[src/rtl/i2s_rx_pkg.sv]
// Shared encodings for the I2S receiver: FSM states and the word-select
// channel value that marks the left channel.
package i2s_rx_pkg;

    typedef enum logic [1:0] {
        ST_IDLE  = 2'd0,
        ST_SYNC  = 2'd1,
        ST_LEFT  = 2'd2,
        ST_RIGHT = 2'd3
    } state_e;

    localparam logic WS_LEFT = 1'b0;

endpackage

[src/rtl/i2s_rx_sync.sv]
// Two-flop synchronisers for the I2S pins plus a rising-edge pulse on the
// bit clock, taken from the second and third sclk stages.
module i2s_rx_sync (
    input  logic clk,
    input  logic arstn,
    input  logic sclk_i,
    input  logic lrclk_i,
    input  logic sdata_i,
    output logic sclk_rise_o,
    output logic lrclk_o,
    output logic sdata_o
);

    logic [2:0] sclk_q;
    logic [1:0] lrclk_q;
    logic [1:0] sdata_q;

    always_ff @(posedge clk or negedge arstn) begin
        if (!arstn) begin
            sclk_q  <= '0;
            lrclk_q <= '0;
            sdata_q <= '0;
        end else begin
            sclk_q  <= {sclk_q[1:0], sclk_i};
            lrclk_q <= {lrclk_q[0], lrclk_i};
            sdata_q <= {sdata_q[0], sdata_i};
        end
    end

    assign sclk_rise_o = sclk_q[1] & ~sclk_q[2];
    assign lrclk_o     = lrclk_q[1];
    assign sdata_o     = sdata_q[1];

endmodule

[src/rtl/i2s_rx.sv]
// I2S target receiver: deserialises left/right words from the synchronised
// pins and holds one complete stereo frame on a valid/ready output.
//
// state | meaning
// IDLE  | disabled, capture state cleared
// SYNC  | waiting for a right-to-left word boundary
// LEFT  | capturing the left word
// RIGHT | capturing the right word
module i2s_rx
    import i2s_rx_pkg::*;
#(
    parameter int SAMPLE_W    = 16,
    parameter int TIMEOUT_CYC = 1023
) (
    input  logic                clk,
    input  logic                arstn,
    input  logic                en,
    input  logic                i2s_sclk,
    input  logic                i2s_lrclk,
    input  logic                i2s_sdata,
    output logic [SAMPLE_W-1:0] out_left,
    output logic [SAMPLE_W-1:0] out_right,
    output logic                out_valid,
    input  logic                out_ready,
    output logic                overflow,
    input  logic                ovf_clr,
    output logic                locked
);

    localparam int CW = $clog2(SAMPLE_W + 1);
    localparam int TW = $clog2(TIMEOUT_CYC + 1);

    logic sclk_rise, lrclk_s, sdata_s;

    i2s_rx_sync u_sync (
        .clk         (clk),
        .arstn       (arstn),
        .sclk_i      (i2s_sclk),
        .lrclk_i     (i2s_lrclk),
        .sdata_i     (i2s_sdata),
        .sclk_rise_o (sclk_rise),
        .lrclk_o     (lrclk_s),
        .sdata_o     (sdata_s)
    );

    state_e              state_q, state_d;
    logic                ws_d_q, ws_dd_q;
    logic [SAMPLE_W-1:0] shift_q, shift_d;
    logic [SAMPLE_W-1:0] left_q, left_d;
    logic [CW-1:0]       cnt_q, cnt_d;
    logic [TW-1:0]       tmr_q, tmr_d;
    logic [SAMPLE_W-1:0] out_left_q, out_left_d;
    logic [SAMPLE_W-1:0] out_right_q, out_right_d;
    logic                out_valid_q, out_valid_d;
    logic                ovf_q, ovf_d;
    logic                locked_q;

    logic                ws_start, timeout, emit;
    logic [SAMPLE_W-1:0] shift_first, shift_app;
    logic [CW-1:0]       cnt_app;

    // The bit at an edge belongs to the channel sampled one edge earlier.
    assign ws_start = (ws_d_q != ws_dd_q);
    assign timeout  = (state_q != ST_IDLE) && !sclk_rise && (tmr_q == '0);

    always_comb begin
        shift_first             = '0;
        shift_first[SAMPLE_W-1] = sdata_s;
        shift_app               = shift_q;
        for (int i = 0; i < SAMPLE_W; i++) begin
            if (cnt_q == CW'(SAMPLE_W - 1 - i)) shift_app[i] = sdata_s;
        end
        cnt_app = (cnt_q == CW'(SAMPLE_W)) ? cnt_q : cnt_q + 1'b1;
    end

    always_comb begin
        state_d = state_q;
        shift_d = shift_q;
        left_d  = left_q;
        cnt_d   = cnt_q;
        emit    = 1'b0;
        case (state_q)
            ST_IDLE: begin
                shift_d = '0;
                left_d  = '0;
                cnt_d   = '0;
                state_d = ST_SYNC;
            end
            ST_SYNC: begin
                if (sclk_rise && ws_start && ws_d_q == WS_LEFT) begin
                    shift_d = shift_first;
                    cnt_d   = CW'(1);
                    state_d = ST_LEFT;
                end
            end
            ST_LEFT: begin
                if (sclk_rise && ws_start && ws_d_q != WS_LEFT) begin
                    left_d  = shift_q;
                    shift_d = shift_first;
                    cnt_d   = CW'(1);
                    state_d = ST_RIGHT;
                end else if (sclk_rise) begin
                    shift_d = shift_app;
                    cnt_d   = cnt_app;
                end
            end
            ST_RIGHT: begin
                if (sclk_rise && ws_start && ws_d_q == WS_LEFT) begin
                    emit    = 1'b1;
                    shift_d = shift_first;
                    cnt_d   = CW'(1);
                    state_d = ST_LEFT;
                end else if (sclk_rise) begin
                    shift_d = shift_app;
                    cnt_d   = cnt_app;
                end
            end
            default: state_d = ST_IDLE;
        endcase
        if (timeout) begin
            shift_d = '0;
            left_d  = '0;
            cnt_d   = '0;
            state_d = ST_SYNC;
        end
        if (!en) state_d = ST_IDLE;
    end

    always_comb begin
        tmr_d = tmr_q - 1'b1;
        if (state_q == ST_IDLE || sclk_rise || timeout) tmr_d = TW'(TIMEOUT_CYC - 1);
    end

    // A new frame only lands when the holding slot is free or being drained.
    always_comb begin
        out_left_d  = out_left_q;
        out_right_d = out_right_q;
        out_valid_d = out_valid_q;
        ovf_d       = ovf_q;
        if (out_valid_q && out_ready) out_valid_d = 1'b0;
        if (ovf_clr) ovf_d = 1'b0;
        if (emit) begin
            if (!out_valid_q || out_ready) begin
                out_left_d  = left_q;
                out_right_d = shift_q;
                out_valid_d = 1'b1;
            end else begin
                ovf_d = 1'b1;
            end
        end
    end

    always_ff @(posedge clk or negedge arstn) begin
        if (!arstn) begin
            state_q     <= ST_IDLE;
            ws_d_q      <= 1'b0;
            ws_dd_q     <= 1'b0;
            shift_q     <= '0;
            left_q      <= '0;
            cnt_q       <= '0;
            tmr_q       <= '0;
            out_left_q  <= '0;
            out_right_q <= '0;
            out_valid_q <= 1'b0;
            ovf_q       <= 1'b0;
            locked_q    <= 1'b0;
        end else begin
            state_q     <= state_d;
            if (sclk_rise) begin
                ws_d_q  <= lrclk_s;
                ws_dd_q <= ws_d_q;
            end
            shift_q     <= shift_d;
            left_q      <= left_d;
            cnt_q       <= cnt_d;
            tmr_q       <= tmr_d;
            out_left_q  <= out_left_d;
            out_right_q <= out_right_d;
            out_valid_q <= out_valid_d;
            ovf_q       <= ovf_d;
            locked_q    <= (state_d == ST_LEFT) || (state_d == ST_RIGHT);
        end
    end

    assign out_left  = out_left_q;
    assign out_right = out_right_q;
    assign out_valid = out_valid_q;
    assign overflow  = ovf_q;
    assign locked    = locked_q;

endmodule

[config.mk]
export PLATFORM = sky130hd
export DESIGN_NAME = i2s_rx
export DESIGN_NICKNAME = d
export VERILOG_FILES = /design/src/rtl/i2s_rx_pkg.sv /design/src/rtl/i2s_rx_sync.sv /design/src/rtl/i2s_rx.sv
export SDC_FILE = /design/constraint.sdc
export NUM_CORES = 1
export LEC_CHECK = 0
export BUFFER_PORTS_ARGS = -buffer_cell sky130_fd_sc_hd__buf_4
export CAP_MARGIN = 15
export CORE_MARGIN = 3
export CORE_UTILIZATION = 45
export DETAILED_ROUTE_END_ITERATION = 12
export HOLD_SLACK_MARGIN = 0.08
export PLACE_DENSITY = 0.71
export SLEW_MARGIN = 5
export SYNTH_ARGS = -nofsm -noshare
export SYNTH_HDL_FRONTEND = slang
export SYNTH_HIERARCHICAL = 1
export SYNTH_SLANG_ARGS = --single-unit
[constraint.sdc]
create_clock -name clk -period 3 [get_ports clk]
set_input_delay 0 -clock clk [delete_from_list [all_inputs] [get_ports clk]]
set_output_delay 0 -clock clk [all_outputs]
set_load 0.01 [all_outputs]
* After elaboration in Yosys (flattened, before gate mapping)
Cells that the tools add are included.
** Storage, ports and cells
- Register bits after elaboration :: 93
- Memories kept :: 0
- Memory bits (writable) :: 0
- Word-level logic and storage cells :: 110
- Output and inout bits :: 35
- Memory bits (read-only) :: 0
- Input port bits :: 8
- Bits in latches :: 0
** Cells by class
- Muxes and demuxes :: 46
- Multipliers :: 0
- Divide/modulo/power cells :: 0
- Bitwise operators :: 3
- $lt $le $gt $ge :: 0
- Shift operators :: 0
- Equality and inequality tests :: 24
- $add $sub $neg :: 2
- Reduce and logical (&&, ||, !) cells :: 20
** Operators by type and width (number)
- $mux 16 :: 7
- $pmux 16 s4 :: 1
- $eq 5x4->1 const B :: 8
- $pmux 16 s2 :: 1
- $mux 5 :: 6
- $mux 1 :: 24
- $eq 5x3->1 const B :: 4
- $pmux 5 s4 :: 1
- $eq 5x2->1 const B :: 2
- $logic_not 10->1 :: 1
- $mux 10 :: 1
- $sub 10x1->10 const B :: 1
- $eq 2x2->1 const B :: 4
- $mux 2 :: 4
- $logic_and 1x1->1 :: 6
- $ne 3x3->1 const B :: 2
- $pmux 2 s3 :: 1
- $add 5x1->5 const B :: 1
- $eq 5x1->1 const B :: 1
- $eq 5x5->1 const B :: 1
- $logic_not 5->1 :: 1
- $logic_or 1x1->1 :: 4
- $reduce_and 2->1 :: 2
- $reduce_bool 3->1 :: 1
- other kinds (8) :: 10

* Logic depth before layout (Yosys ltp)
- Word-level depth :: 10
- Depth in mapped cells :: 8
- Gate-level depth less buffers :: 6

* Modules after synthesis
The synthesis kept the hierarchy.
** Modules (own cells, without submodules)
- i2s_rx :: cells an instance 328, sequential area each 2152.1 µm², instances 1, area an instance 3872.5 µm²
- i2s_rx_sync :: cells an instance 8, sequential area each 175.2 µm², instances 1, area an instance 188.9 µm²

* Worst setup path before layout
OpenSTA, ideal clock, no wires.
- Kind :: register to register
- Start :: reg tmr_q[0]
- End :: reg cnt_q[0]
- Path slack :: 830 ps
- Setup time :: 126 ps
- Buffers on the path :: 1
- Cell stages (with the launch flop) :: 7
- Arrival time :: 2043 ps
- Period minus slack after synthesis :: 2170 ps
- Required time :: 2874 ps
- Path through :: dfrtp_1 > inv_1 > ha_1 > or4b_1 > or4_4 > buf_6 > a311o_1
** On the way
- Word-level cells in the longest chain between the ends :: 3
- Elaborated cells on any way between the ends :: 4
- Those cells by class :: eq/ne (1); mux (1); reduce/logical (2)
** RTL lines
- start, declared :: RTL line i2s_rx.sv:51 : logic [TW-1:0] tmr_q, tmr_d;
- start signal, assigned :: RTL line i2s_rx.sv:176 : tmr_q <= tmr_d;
- $logic_not 10->1 (*) :: RTL line i2s_rx.sv:64 : assign timeout = (state_q != ST_IDLE) && !sclk_rise && (tmr_q == '0);
- $logic_and 1x1->1 (*) :: RTL line i2s_rx.sv:64
- $ne 3x3->1 (no source line) or $mux 5 (tied branches)
- end signal, assigned :: RTL line i2s_rx.sv:175 : cnt_q <= cnt_d;
- end, declared :: RTL line i2s_rx.sv:50 : logic [CW-1:0] cnt_q, cnt_d;
Mark *: on every way between the ends. The rest lies on a longest branch, timed or not.
A chain may end at the register's enable or synchronous reset.

* Worst setup path in the final report
- Start :: reg tmr_q[0]
- End :: reg cnt_q[2]
The elaborated chain is that of the path after synthesis.

==> results.sh <==
export IMPL_outcome="finished, final reports clean"
export IMPL_worstHoldPathCells=2
export IMPL_grt_pass1_vias=2851
export IMPL_cts_root_buf="clkbuf_8"
export IMPL_layout_drive_gt1_share_pct=26.53
export IMPL_maxSlewViolCount=0
export IMPL_cp_end_kind="flop"
export IMPL_antenna_left=0
export IMPL_synth_simple_area_share_pct=16.39
export IMPL_final_cells=500
export IMPL_area_growth_pct=17.04
export IMPL_yosys_top_cells_count="93 x dfrtp_1, 34 x mux2_2, 23 x nand2_1, 23 x nand3_1, 17 x nand4_1"
export IMPL_syn_cell_area_um2=4061
export IMPL_r2r_end="cnt_q[2]$_DFFE_PN0P_"
export IMPL_p_sw_share_pct=25.88
export IMPL_tightest_slew_ns=1.012
export IMPL_grt_pass1_wl_mm=13.41
export IMPL_synth_compound_area_share_pct=8.657
export IMPL_leakage_nw=2.231
export IMPL_ys_seq_area_share_pct=57.30
export IMPL_insertion_delay_ns=0.36
export IMPL_start_kind="flop"
export IMPL_yosysTopAreaCell="dfrtp_1"
export IMPL_gp_congestion=0.8695
export IMPL_htree_num_levels=3
export IMPL_core_area_um2=8763
export IMPL_cts_buffers=9
export IMPL_final_setup_skew_ns=0.009586
export IMPL_portBuffers=42
export IMPL_io_pins=43
export IMPL_worst_r2r_path_depth=6
export IMPL_yosys_area_share_adder_pct=2.465
export IMPL_holdBufCountCts=10
export IMPL_overflow=0
export IMPL_cts_tree="yes"
export IMPL_wl_per_cell_um=15.63
export IMPL_yosys_most_used_dff="dfrtp_1"
export IMPL_regArea_um2=2327
export IMPL_fmax_mhz=410.4
export IMPL_antenna_found_initial=0
export IMPL_wl_mm=7.814
export IMPL_critical_path_max_fanout=33
export IMPL_grtUsageTotal_pct=16.39
export IMPL_final_net_count=403
export IMPL_rsz0062_at_grt="false"
export IMPL_pwr_share_seq_pct=58.8
export IMPL_ctsResizeCount=0
export IMPL_drc=0
export IMPL_synth_edf_count=0
export IMPL_yosys_warnings=6
export IMPL_rows=34
export IMPL_antennaDiodeCount=0
export IMPL_hold_viol_final=0
export IMPL_synth_top_family_by_area="simple AND/OR/NAND/NOR gates"
export IMPL_vias_per_cell=5.640
export IMPL_dpl_cell_count=473
export IMPL_p_per_area_nw_per_um2=465.5
export IMPL_die_w_um=101
export IMPL_synth_most_common_cell="dfrtp_1"
export IMPL_power_net_switching_w=0.0005726
export IMPL_clock_sinks=93
export IMPL_setup_viol=0
export IMPL_hp_class="in -> reg"
export IMPL_synthCells=336
export IMPL_synth_area_leaders="dfrtp_1 57%, mux2_2 9.4%, a22o_1 3.5%, nand3_1 2.8%, nand4_1 2.6%"
export IMPL_vias=2820
export IMPL_fillCellCount=782
export IMPL_p_comb_share_pct=7.2
export IMPL_drt_initial_drc_count=109
export IMPL_synth_top_area_share_pct=57.30
export IMPL_hold_path_end="u_sync/sclk_q[0]$_DFF_PN0_"
export IMPL_irDropWorstVdd_v=0.0001882
export IMPL_worstReg2RegStart="tmr_q[0]$_DFF_PN0_"
export IMPL_worstPathArrival_ns=2.67
export IMPL_synth_area_per_cell_um2=12.09
export IMPL_worstPathRequired_ns=3.23
export IMPL_hold_start="i2s_sclk"
export IMPL_ys_types=49
export IMPL_cts_buffer_depth=2
export IMPL_hpwl_mm=5.371
export IMPL_initial_core_util_pct=46.34
export IMPL_synth_fp_nets=352
export IMPL_die_h_um=101
export IMPL_die_area_um2=10200
export IMPL_first_pass_iters=4
export IMPL_postCtsSetupRepairBufs=0
export IMPL_path_clk_slew_ns=0.09
export IMPL_grt_max_degree=41
export IMPL_setup_tns_ns=0
export IMPL_multi_input_area_um2=1610
export IMPL_ff2ff_setup_slack_ns=0.56
export IMPL_synth_area_mux_share_pct=10.17
export IMPL_crit_type="reg -> reg"
export IMPL_post_route_min_period_ns=2.437
export IMPL_drv_cap=0
export IMPL_post_route_period_util_pct=81.23
export IMPL_clkPwrFrac_pct=34.0
export IMPL_synth_seq_cells=93
export IMPL_relSlewSlack_pct=32.30
export IMPL_async_reset_ff_share_pct=100.0
export IMPL_p_int_w=0.001640
export IMPL_synth_xor_area_share_pct=1.725
worst max path at each step:
stage | start | end | slack [ns]
after CTS | tmr_q[0]$_DFF_PN0_ | cnt_q[2]$_DFFE_PN0P_ | 0.57
after floorplan | tmr_q[0]$_DFF_PN0_ | cnt_q[0]$_DFFE_PN0P_ | 0.83
after global routing | tmr_q[0]$_DFF_PN0_ | cnt_q[2]$_DFFE_PN0P_ | 0.47
final | tmr_q[0]$_DFF_PN0_ | cnt_q[2]$_DFFE_PN0P_ | 0.56
after detailed placement | tmr_q[0]$_DFF_PN0_ | cnt_q[2]$_DFFE_PN0P_ | 0.59
after global placement | tmr_q[0]$_DFF_PN0_ | cnt_q[1]$_DFFE_PN0P_ | 0.67
state kept, by name, summed over array words and instances, names as in the netlist:
signal / count
left_q: 16
out_left: 16
out_right: 16
shift_q: 16
tmr_q: 10
cnt_q: 5
u_sync/sclk_q: 3
state_q: 2
u_sync/lrclk_q: 2
u_sync/sdata_q: 2
locked: 1
out_valid: 1
overflow: 1
ws_d_q: 1
ws_dd_q: 1
placed cells by master (no fill, tap or decap), types with 4 or more instances in the layout:
master / synthesis / layout
dlygate4sd3_1: 0 / 10
a22o_1: 16 / 16
mux2_2: 34 / 34
nand2_1: 23 / 23
a21oi_1: 4 / 4
o211ai_1: 10 / 10
nand4_1: 17 / 17
nor2_1: 14 / 14
nor3_1: 4 / 4
clkbuf_8: 0 / 9
a211oi_1: 4 / 4
nand3_1: 23 / 23
buf_4: 0 / 48
dfrtp_1: 93 / 93
ha_1: 8 / 8
inv_1: 12 / 12
xnor2_1: 7 / 7
metal layers:
layer / wire [um] / share of wire [%] / track usage (%)
met4: 78 / 1.0 / 4.908
met5: 0 / 0 / 0
met3: 369 / 4.7 / 4.152
met2: 3878 / 50 / 27.65
met1: 3487 / 45 / 20.79
logic make-up after synthesis:
family,after synthesis
AND/OR/NAND/NOR,114
flip-flops,93
AO/OA/AOI/OAI,46
multiplexers,37
buffers and inverters,30
XOR/XNOR,8
adder cells (fa/ha/maj),8
area by class of cell:
cell class | count | share of cell area [%]
clock inverter | 6 | 1.000
tap | 108 | 2.843
inverter | 12 | 0.9476
sequential | 93 | 48.96
multi-input combinational | 213 | 33.88
clock buffer | 10 | 2.685
timing repair buffer | 58 | 9.687
critical path: stages, from the launching register on:
cell	delay, ns
dfrtp_1	0.42
inv_1	0.09
ha_1	0.14
or4b_1	0.52
or4_4	0.70
o21ai_1	0.32
nor2_1	0.11
power groups by stage:
stage | Sequential (W) | Clock [W] | Combinational [W]
3_5_place_dp | 0.00133 | 0 | 0.000151
4_1_cts | 0.00130 | 0.000773 | 0.000161
2_1_floorplan | 0.00132 | 0 | 0.0000924
3_3_place_gp | 0.00132 | 0 | 0.000146
5_1_grt | 0.00131 | 0.000826 | 0.000180
6_report | 0.00130 | 0.000751 | 0.000160
metrics by stage:
stage                     worst slack (ns)  power, W  hold slack (ns)  util, %  instance area, um2
after floorplan                     0.8304  0.001410          -0.2956        -                4061
final                               0.5631  0.002213           0.2896    54.24                4753
after detailed placement            0.5856  0.001477         -0.05888    51.01                4471
after global placement              0.6746  0.001470         -0.06668    51.01                4471
after CTS                           0.5726  0.002234           0.2718    54.15                4746
after global routing                0.4716  0.002312           0.2731    54.24                4753
No activity file was read; power rests on OpenSTA's default activity.
